--- config.mk ---
export PLATFORM = sky130hd
export DESIGN_NAME = pll_lock_sequencer
export DESIGN_NICKNAME = d
export VERILOG_FILES = /design/src/rtl/pll_lock_sequencer.sv
export SDC_FILE = /design/constraint.sdc
export NUM_CORES = 1
export LEC_CHECK = 0
export ABC_AREA = 0
export BUFFER_PORTS_ARGS = -buffer_cell sky130_fd_sc_hd__buf_4
export CORE_MARGIN = 2
export CORE_UTILIZATION = 35
export CTS_BUF_LIST = sky130_fd_sc_hd__clkbuf_8
export DETAILED_ROUTE_END_ITERATION = 10
export PLACE_DENSITY = 0.59
export SLEW_MARGIN = 10
export SYNTH_ARGS = -nofsm -noshare
export SYNTH_HDL_FRONTEND = slang
export SYNTH_SLANG_ARGS = --single-unit
--- constraint.sdc ---
create_clock -name clk -period 1.65 [get_ports clk]
set_input_delay 0.4125 -clock clk [delete_from_list [all_inputs] [get_ports clk]]
set_output_delay 0.4125 -clock clk [all_outputs]
set_load 0.005 [all_outputs]
--- src/rtl/pll_lock_sequencer.sv ---
// pll_lock_sequencer
//   Supervises the PLL that makes the processor clock. It pulses the PLL
//   reset, waits for lock, and requires lock to stay continuously high for
//   STABLE_CYCLES before it releases the core. A lock loss in RUN, or a
//   lock timeout, re-runs the PLL reset. After RELOCK_RETRIES failed
//   retries it parks in a sticky FAULT until soft_relock is pulsed.
//
// Ports
//   clk          raw oscillator clock
//   reset        synchronous, active-high
//   lock         PLL LOCK, asynchronous to clk
//   soft_relock  single-cycle request to re-run the sequence (RUN/FAULT only)
//   pll_resetb   PLL RESETB, active low
//   core_reset   active-high reset to the core (low only in RUN)
//   ready        inverse of core_reset
//   fault        sticky: every lock attempt failed
//   retry_count  failed attempts since the last RUN entry, saturates at 3
module pll_lock_sequencer #(
  parameter int PLL_RST_CYCLES = 16,
  parameter int LOCK_TIMEOUT   = 4096,
  parameter int STABLE_CYCLES  = 1024,
  parameter int RELOCK_RETRIES = 3,
  parameter int CNT_W          = 13
) (
  input  logic       clk,
  input  logic       reset,
  input  logic       lock,
  input  logic       soft_relock,
  output logic       pll_resetb,
  output logic       core_reset,
  output logic       ready,
  output logic       fault,
  output logic [1:0] retry_count
);

  typedef enum logic [2:0] {
    S_PLL_RST   = 3'd0,
    S_WAIT_LOCK = 3'd1,
    S_STABLE    = 3'd2,
    S_RUN       = 3'd3,
    S_FAULT     = 3'd4
  } state_e;

  localparam logic [CNT_W-1:0] RST_LAST = CNT_W'(PLL_RST_CYCLES - 1);
  localparam logic [CNT_W-1:0] TMO_LAST = CNT_W'(LOCK_TIMEOUT - 1);
  localparam logic [CNT_W-1:0] STB_LAST = CNT_W'(STABLE_CYCLES - 1);
  localparam logic [CNT_W-1:0] CNT_ONE  = CNT_W'(1);

  state_e           state_q, state_d;
  logic [CNT_W-1:0] cnt_q, cnt_d;
  logic [1:0]       retry_q, retry_d;
  logic             lock_meta_q, lock_s_q;
  logic             pll_resetb_q, pll_resetb_d;
  logic             core_reset_q, core_reset_d;
  logic             ready_q, ready_d;
  logic             fault_q, fault_d;
  logic             retries_spent;

  // Zero-extend the 2-bit count so a RELOCK_RETRIES above 3 never matches:
  // the count then saturates and the block keeps retrying.
  assign retries_spent = (32'(retry_q) == 32'(RELOCK_RETRIES));

  always_comb begin
    state_d = state_q;
    cnt_d   = cnt_q;
    retry_d = retry_q;
    case (state_q)
      S_PLL_RST: begin
        if (cnt_q == RST_LAST) begin
          state_d = S_WAIT_LOCK;
          cnt_d   = '0;
        end else begin
          cnt_d = cnt_q + CNT_ONE;
        end
      end
      S_WAIT_LOCK: begin
        if (lock_s_q) begin
          state_d = S_STABLE;
          cnt_d   = '0;
        end else if (cnt_q == TMO_LAST) begin
          cnt_d = '0;
          if (retries_spent) begin
            state_d = S_FAULT;
          end else begin
            state_d = S_PLL_RST;
            if (retry_q != 2'd3) retry_d = retry_q + 2'd1;
          end
        end else begin
          cnt_d = cnt_q + CNT_ONE;
        end
      end
      S_STABLE: begin
        // A lock drop here is a glitch, not a failed attempt.
        if (!lock_s_q) begin
          state_d = S_WAIT_LOCK;
          cnt_d   = '0;
        end else if (cnt_q == STB_LAST) begin
          state_d = S_RUN;
          cnt_d   = '0;
          retry_d = 2'd0;
        end else begin
          cnt_d = cnt_q + CNT_ONE;
        end
      end
      S_RUN: begin
        // Lock loss and soft_relock together still produce one PLL_RST entry.
        if (!lock_s_q || soft_relock) begin
          state_d = S_PLL_RST;
          cnt_d   = '0;
        end
      end
      S_FAULT: begin
        if (soft_relock) begin
          state_d = S_PLL_RST;
          cnt_d   = '0;
          retry_d = 2'd0;
        end
      end
      default: begin
        state_d = S_PLL_RST;
        cnt_d   = '0;
      end
    endcase

    // Outputs decode the state being entered so they move with the state.
    pll_resetb_d = (state_d != S_PLL_RST);
    core_reset_d = (state_d != S_RUN);
    ready_d      = (state_d == S_RUN);
    fault_d      = (state_d == S_FAULT);
  end

  always_ff @(posedge clk) begin
    if (reset) begin
      state_q      <= S_PLL_RST;
      cnt_q        <= '0;
      retry_q      <= 2'd0;
      lock_meta_q  <= 1'b0;
      lock_s_q     <= 1'b0;
      pll_resetb_q <= 1'b0;
      core_reset_q <= 1'b1;
      ready_q      <= 1'b0;
      fault_q      <= 1'b0;
    end else begin
      state_q      <= state_d;
      cnt_q        <= cnt_d;
      retry_q      <= retry_d;
      lock_meta_q  <= lock;
      lock_s_q     <= lock_meta_q;
      pll_resetb_q <= pll_resetb_d;
      core_reset_q <= core_reset_d;
      ready_q      <= ready_d;
      fault_q      <= fault_d;
    end
  end

  assign pll_resetb  = pll_resetb_q;
  assign core_reset  = core_reset_q;
  assign ready       = ready_q;
  assign fault       = fault_q;
  assign retry_count = retry_q;

endmodule

==> run summary, run 1 <==
CTS sink cnt - 24
IO Port Bufs - 9
DPL Wire Length - 2.05 mm
commonest non-fill, non-tap cells in the layout - buf_4, nor2_1, dfxtp_1
final core utilization - 52.0%
CTS tree - done
Longest Clk Path Bufs - 2
core box area - 0.00331 mm^2
Worst R2R End - cnt_q[6]
layout cells sized above 1 - 40.5%
hold_ws - 0.347 ns
drt via density - 5.08
Hold Path Class - primary input to flop
RSZ-0062 raised after global routing - yes
Die Span Y - 62.7 um
hold-fix buffers at CTS - 0
Fin Setup TNS - -0.591 ns
Peak VDD IR - 0.357 mV
drt first pass iters - 4
Leak Pwr - 0.671 nW
Hold Path Sink - lock_meta_q
clk_lat worst skew - 0.27 ns
Power Density - 690 mW/mm^2
fill count - 332
clock-pin slew on the worst setup and hold paths - 0.09 ns
Post-synth top flop - dfxtp_1
Post-Syn Area - 0.00120 mm^2
WHS Path Cells - 2
Layout Cells excl Fill - 219
max cap viols - 0
Synthesis Warnings - 0
critical path class - flop to flop
Post-Syn Instances - 134
sequential area share after synthesis - 39.9%
area grow syn2layout - 42.9%
ys async rst share - 0%
normalized max-slew margin - 75.6%
CP endpoint kind - flop
total wire length - 3.00 mm
Die ar. - 0.00393 mm^2
crit-path max FO - 12
final hold vios - 0
mean routed wirelength per cell - 13.7 um
fin. max-slew vios - 0
hold_sp - lock
Critical Path Start Type - flop
most common cell after layout, fill and taps aside - buf_4
H-tree levels - 1
failing checks - setup timing
Ant. Diodes - 0
Final ANT Viol Nets - 0
clock skew - 0.00514 ns
Synth Net Count - 140
Slew @ Worst Pin - 0.363 ns
largest net degree at the start of global routing - 15
worst reg-to-reg path cell count - 7
average instance area after synthesis - 8.99 um^2
number of cell rows - 21
TritonCTS Buffers - 3
Nets - 180
Post-synth EDFFs - 0
DIE WIDTH - 62.7 um
Worst Path Arrival - 1.86 ns
Max Freq - 0.589 GHz
R2R Setup Slk - -0.05 ns
Iteration-0 DRC Markers - 41
fin crit share - 103%
RD Place Congestion - 0.866
vias in the first global route - 1052
first-pass GRT wire length - 4.74 mm
total power - 1.19 mW
Total GRT Usage - 14.9%
Final WS setup - -0.0469 ns
# IOs - 10
starting density of the core - 36.4%
post-synthesis register bit count - 24
initial antenna violation count - 0
Distinct cells, synth - 36
worst r2r src - cnt_q[12]
Root Driver - clkbuf_8
post-route minimum period - 1.70 ns
global route total overflow - 0
via count - 1113
CP required - 1.82 ns
final setup fails - 15
Residual DRC - 0
status - finished with violations
Placed Cells incl. Taps - 210
## synth_stat cells, types with 3 or more instances
cell / count / area [um^2]
nor2_1: 18 / 67.6
nand4b_1: 3 / 26.3
o21ai_0: 4 / 20.0
buf_2: 3 / 15.0
a21oi_1: 8 / 40.0
nand3b_1: 4 / 30.0
nand3_1: 6 / 30.0
xnor2_1: 9 / 78.8
nor3_1: 5 / 25.0
nor4_1: 5 / 31.3
xor2_1: 4 / 35.0
nand2_1: 9 / 33.8
dfxtp_1: 24 / 480
## critical path: stages, from the launching register on
cell	delay, ns
dfxtp_2	0.34
buf_6	0.11
or3_4	0.40
nor4_4	0.19
or3_4	0.18
a41o_1	0.19
buf_12	0.14
nor2_1	0.05
## where the power goes
part | total (mW) | leakage [nW] | switching, mW | internal (mW)
registers | 0.597 | 0.197 | 0.00855 | 0.588
logic | 0.0685 | 0.438 | 0.0309 | 0.0376
clock network | 0.522 | 0.0357 | 0.198 | 0.324
total | 1.19 | 0.671 | 0.237 | 0.950
## stage by stage
stage,setup WS (ns),instance area [um^2]
4_1_cts,-0.0505,1640
2_1_floorplan,0.00519,1210
3_5_place_dp,-0.0682,1510
5_1_grt,-0.145,1720
6_report,-0.0469,1720
3_3_place_gp,-0.0511,1510
## cell families after synthesis
group | after synthesis | share of synthesized area, %
AND/OR/NAND/NOR | 69 | 35.2
flip-flops | 24 | 39.9
AO/OA/AOI/OAI | 19 | 9.66
XOR/XNOR | 13 | 9.45
buffers and inverters | 7 | 3.74
adder cells (fa/ha/maj) | 2 | 2.08
## per-layer routing
metal	routed length, um	vias to the layer above	GRT usage (%)
met5	0	-	0
met2	1560	16	25.9
li1	-	554	-
met4	36	0	5.00
met1	1320	538	18.6
met3	77	5	2.52
## worst max path at each step
| stage | to | startpoint | cells after the start |
|---|---|---|---|
| floorplan | cnt_q[10] | cnt_q[0] | 7 |
| global placement | cnt_q[8] | cnt_q[12] | 6 |
| detailed placement | cnt_q[12] | cnt_q[12] | 6 |
| CTS | retry_count[1] | cnt_q[12] | 6 |
| global route | retry_count[1] | cnt_q[8] | 5 |
| finish | cnt_q[6] | cnt_q[12] | 7 |
## timing repair
| action | 4_1_cts | 5_1_grt |
|---|---|---|
| gates resized for setup | 8 | 13 |
| pin swaps | 9 | 3 |
| setup endpoints to repair | 16 | 19 |
| buffers inserted | 3 | 2 |
## cell type report
class                   count  area (um^2)  area share [%]
multi-input cells         103          779            45.3
repair buffers             40          317            18.4
well taps                  46         57.6            3.34
inverters                   2         7.51           0.436
clock buffers               3         41.3            2.40
clock inverters             1         30.0            1.74
flip-flops and latches     24          489            28.4
## registers in the layout, indices dropped and copies added, names as in the netlist
register     flops
retry_count      2
state_q          3
fault            1
lock_s_q         1
pll_resetb       1
cnt_q           13
ready            1
core_reset       1
lock_meta_q      1
(Power assumes the default switching activity.)
==> run 2: changes to the inputs <==
- PLACE_DENSITY: 0.59 -> not set
- SKIP_CTS_REPAIR_TIMING: not set -> 1
==> run summary, run 2 (synthesis gave the netlist of run 1 again) <==
status - finished with violations
failing checks - setup timing
DPL Wire Length - 2.06 mm (+0.75%)
via count - 1078 (-3.1%)
Max Freq - 0.597 GHz (+1.4%)
global route total overflow - 0 (unchanged)
RSZ-0062 raised after global routing - yes
starting density of the core - 36.4% (unchanged)
critical path class - flop to flop
area grow syn2layout - 32.2%
fin. max-slew vios - 0 (unchanged)
total wire length - 2.83 mm (-5.6%)
Largest Register - cnt_q
worst r2r src - cnt_q[0]
fin crit share - 101% (-1.4 points)
RD Place Congestion - 0.774 (-11%)
crit-path max FO - 3 (-9)
H-tree levels - 1 (unchanged)
CTS sink cnt - 24 (unchanged)
max reg flops - 13 (unchanged)
clock-pin slew on the worst setup and hold paths - 0.08 ns (about the same)
total power - 0.993 mW (-16%)
largest net degree at the start of global routing - 13 (-2)
final setup fails - 1 (-14)
worst reg-to-reg path cell count - 6 (-1)
CP Capture Point - retry_count[1]
R2R Setup Slk - -0.02 ns (+0.02 ns)
Iteration-0 DRC Markers - 40 (-2.4%)
drt via density - 5.13 (+1.0%)
# IOs - 10 (unchanged)
layout cells sized above 1 - 35.4% (-5.1 points)
number of cell rows - 21 (unchanged)
vias in the first global route - 1034 (-1.7%)
Nets - 172 (-4.4%)
Worst Path Arrival - 1.87 ns (about the same)
core box area - 0.00331 mm^2 (unchanged)
DIE WIDTH - 62.7 um (unchanged)
Setup crit start - cnt_q[0]
clk_lat worst skew - 0.26 ns (about the same)
Worst R2R End - retry_count[1]
Root Driver - clkbuf_8
CP endpoint kind - flop
TritonCTS Buffers - 3 (unchanged)
most common cell after layout, fill and taps aside - buf_4
Leak Pwr - 0.601 nW (-10%)
Total GRT Usage - 14.6% (-0.33 points)
fill count - 352 (+6.0%)
max cap viols - 0 (unchanged)
commonest non-fill, non-tap cells in the layout - buf_4, nor2_1, dfxtp_1
first-pass GRT wire length - 4.59 mm (-3.2%)
Final ANT Viol Nets - 0 (unchanged)
clock skew - 0.00363 ns (-0.00151 ns)
CTS tree - done
Hold Path Class - primary input to flop
Slew @ Worst Pin - 0.372 ns (+0.00895 ns)
Final WS setup - -0.0239 ns (+0.0229 ns)
Die Span Y - 62.7 um (unchanged)
CP required - 1.85 ns (+0.03 ns)
Power Density - 623 mW/mm^2 (-9.7%)
post-route minimum period - 1.67 ns (-0.0229 ns)
drt first pass iters - 4 (unchanged)
final hold vios - 0 (unchanged)
Fin Setup TNS - -0.0239 ns (+0.567 ns)
Ant. Diodes - 0 (unchanged)
Critical Path Start Type - flop
final core utilization - 48.1% (-3.9 points)
IO Port Bufs - 9 (unchanged)
Peak VDD IR - 0.468 mV (+31%)
mean routed wirelength per cell - 13.5 um (-1.6%)
normalized max-slew margin - 75.0% (-0.60 points)
Longest Clk Path Bufs - 2 (unchanged)
Residual DRC - 0 (unchanged)
Die ar. - 0.00393 mm^2 (unchanged)
initial antenna violation count - 0 (unchanged)
run 2: layout make-up:
type                       count  area, um^2  area share, %
clock buffer                   3        41.3           2.59
inverter                       2        7.51          0.471
multi-input combinational    103         753           47.3
sequential                    24         489           30.7
tap                           46        57.6           3.61
timing repair buffer          32         244           15.3
run 2: critical path, stage by stage, from the launching register on:
cell and delay (ns):
dfxtp_2 0.36, ha_4 0.15, nand4b_1 0.19, nor4b_4 0.37, a21oi_2 0.09, or3_1 0.32
a21oi_1 0.13
run 2: worst min-delay path by stage:
stage / from / depth (start not counted) / endpoint
4_1_cts: reset / 2 / retry_count[0]
3_5_place_dp: lock_meta_q / 1 / lock_s_q
2_1_floorplan: lock_meta_q / 1 / lock_s_q
5_1_grt: reset / 2 / cnt_q[11]
6_report: reset / 2 / retry_count[0]
3_3_place_gp: lock_meta_q / 1 / lock_s_q
run 2: per-layer routing:
metal | vias up | part of all wire (%) | GRT usage (%)
li1 | 537 | - | -
met1 | 516 | 45 | 18.3
met2 | 23 | 50 | 25.5
met3 | 2 | 4.3 | 3.24
met4 | 0 | 0.71 | 3.33
met5 | - | 0 | 0
run 2: power breakdown:
part,switching [mW],internal (mW),total [mW],leakage [nW]
logic,0.0284,0.0306,0.0590,0.382
clock network,0.174,0.163,0.337,0.0216
registers,0.00837,0.588,0.597,0.197
total,0.211,0.782,0.993,0.601
run 2: metrics by stage:
step | instances | hold slack [ns] | area, um^2 | worst slack (ns)
after global placement | 206 | 0.432 | 1470 | -0.0636
after global routing | 210 | 0.370 | 1590 | -0.101
after CTS | 209 | 0.357 | 1510 | -0.118
after detailed placement | 206 | 0.435 | 1470 | -0.0931
final | 210 | 0.362 | 1590 | -0.0239
after floorplan | 134 | 0.414 | 1210 | 0.00519
==> run 3: changes to the inputs <==
- clock period: 1.65 -> 2.09 ns (I/O delays scaled with it)
==> run summary, run 3 (synthesis gave the netlist of run 1 again) <==
status - finished, final reports clean
vias in the first global route - 913 (-12%)
drt first pass iters - 4 (unchanged)
max cap viols - 0 (unchanged)
DIE WIDTH - 62.7 um (unchanged)
Die ar. - 0.00393 mm^2 (unchanged)
Final WS setup - 0.208 ns (+0.231 ns)
Placed Cells incl. Taps - 188 (-8.7%)
Power Density - 588 mW/mm^2 (-5.6%)
first-pass GRT wire length - 4.07 mm (-11%)
WL met1 - 1.18 mm (-6.1%)
final setup fails - 0 (-1)
Fin Setup TNS - 0 ns (+0.0239 ns)
Critical Path Start Type - flop
core box area - 0.00331 mm^2 (unchanged)
layout cells sized above 1 - 16.4% (-19 points)
clock-pin slew on the worst setup and hold paths - 0.08 ns (about the same)
clock skew - 0.00576 ns (+0.00213 ns)
crit-path max FO - 4 (+1)
CTS sink cnt - 24 (unchanged)
# IOs - 10 (unchanged)
met3 WL - 105 um (-13%)
H-tree levels - 1 (unchanged)
normalized max-slew margin - 74.8% (-0.23 points)
Root Driver - clkbuf_8
DPL Wire Length - 1.72 mm (-17%)
starting density of the core - 36.4% (unchanged)
Longest Clk Path Bufs - 2 (unchanged)
commonest non-fill, non-tap cells in the layout - dfxtp_1, nor2_1, buf_4
number of cell rows - 21 (unchanged)
initial antenna violation count - 0 (unchanged)
pre-CTS WS - 0.154 ns (+0.247 ns)
Largest Register - cnt_q
largest net degree at the start of global routing - 14 (+1)
TritonCTS Buffers - 3 (unchanged)
RD Place Congestion - 0.779 (+0.65%)
Nets - 153 (-11%)
Total GRT Usage - 12.8% (-1.8 points)
most common cell after layout, fill and taps aside - dfxtp_1
clk_lat worst skew - 0.27 ns (about the same)
area grow syn2layout - 14.4%
mean routed wirelength per cell - 12.1 um (-10%)
fill count - 346 (-1.7%)
Residual DRC - 0 (unchanged)
post-route minimum period - 1.88 ns (+0.209 ns)
CTS tree - done
fin crit share - 90.1% (-11 points)
IO Port Bufs - 9 (unchanged)
Final ANT Viol Nets - 0 (unchanged)
Met2 Wirelength - 1.02 mm (-29%)
CP endpoint kind - flop
final core utilization - 41.6% (-6.5 points)
Ant. Diodes - 0 (unchanged)
global route total overflow - 0 (unchanged)
Die Span Y - 62.7 um (unchanged)
Max Freq - 0.531 GHz (-11%)
max reg flops - 13 (unchanged)
Leak Pwr - 0.495 nW (-18%)
Slew @ Worst Pin - 0.375 ns (+0.00368 ns)
top sig layer - met4
final hold vios - 0 (unchanged)
critical path class - flop to flop
Hold Path Class - flop to flop
Layout Cells excl Fill - 192 (-8.6%)
fin. max-slew vios - 0 (unchanged)
RSZ-0062 raised after global routing - no
Peak VDD IR - 0.362 mV (-23%)
Iteration-0 DRC Markers - 28 (-30%)
total wire length - 2.33 mm (-18%)
drt via density - 5.23 (+2.0%)
via count - 1005 (-6.8%)
CP required - 2.30 ns (+0.45 ns)
Worst Path Arrival - 2.09 ns (+0.22 ns)
hold_ws - 0.447 ns (+0.0848 ns)
==> run 3: per-layer routing <==
layer,global-route usage [%],vias to the layer above
met4,5.00,0
li1,-,501
met1,16.2,476
met5,0,-
met2,20.6,26
met3,3.60,2
==> run 3: power breakdown <==
group          leakage [nW]  switching [mW]  internal, mW
clock network        0.0288           0.144         0.168
registers             0.194         0.00802         0.464
logic                 0.272          0.0148        0.0122
total                 0.495           0.167         0.644
==> run 3: layout make-up <==
type	instances	area [um^2]	area share, %
multi-input combinational	103	681	49.4
sequential	24	480	34.8
timing repair buffer	13	97.6	7.08
tap	46	57.6	4.17
clock buffer	4	55.1	3.99
inverter	2	7.51	0.544
==> run 3: final timing paths <==
kind	startpoint	endpoint	slack (ns)	depth (start not counted)
hold reg to reg	lock_meta_q	lock_s_q	0.45	1
setup reg to reg	cnt_q[0]	retry_count[1]	0.21	6
hold / removal	lock_meta_q	lock_s_q	0.45	1
setup / recovery	cnt_q[0]	retry_count[1]	0.21	6
==> run 3: per-stage QoR <==
step	cell area [um^2]	power [mW]
finish	1380	0.811
global route	1380	0.848
CTS	1380	0.823
detailed placement	1320	0.509
global placement	1320	0.508
floorplan	1200	0.499
==> run 3: critical path: stages, from the launching register on <==
cell and delay, ns:
dfxtp_1 0.40, ha_1 0.21, nand4b_1 0.20, nor4b_4 0.38, a21oi_1 0.14, or3_1 0.35, a21oi_1 0.14
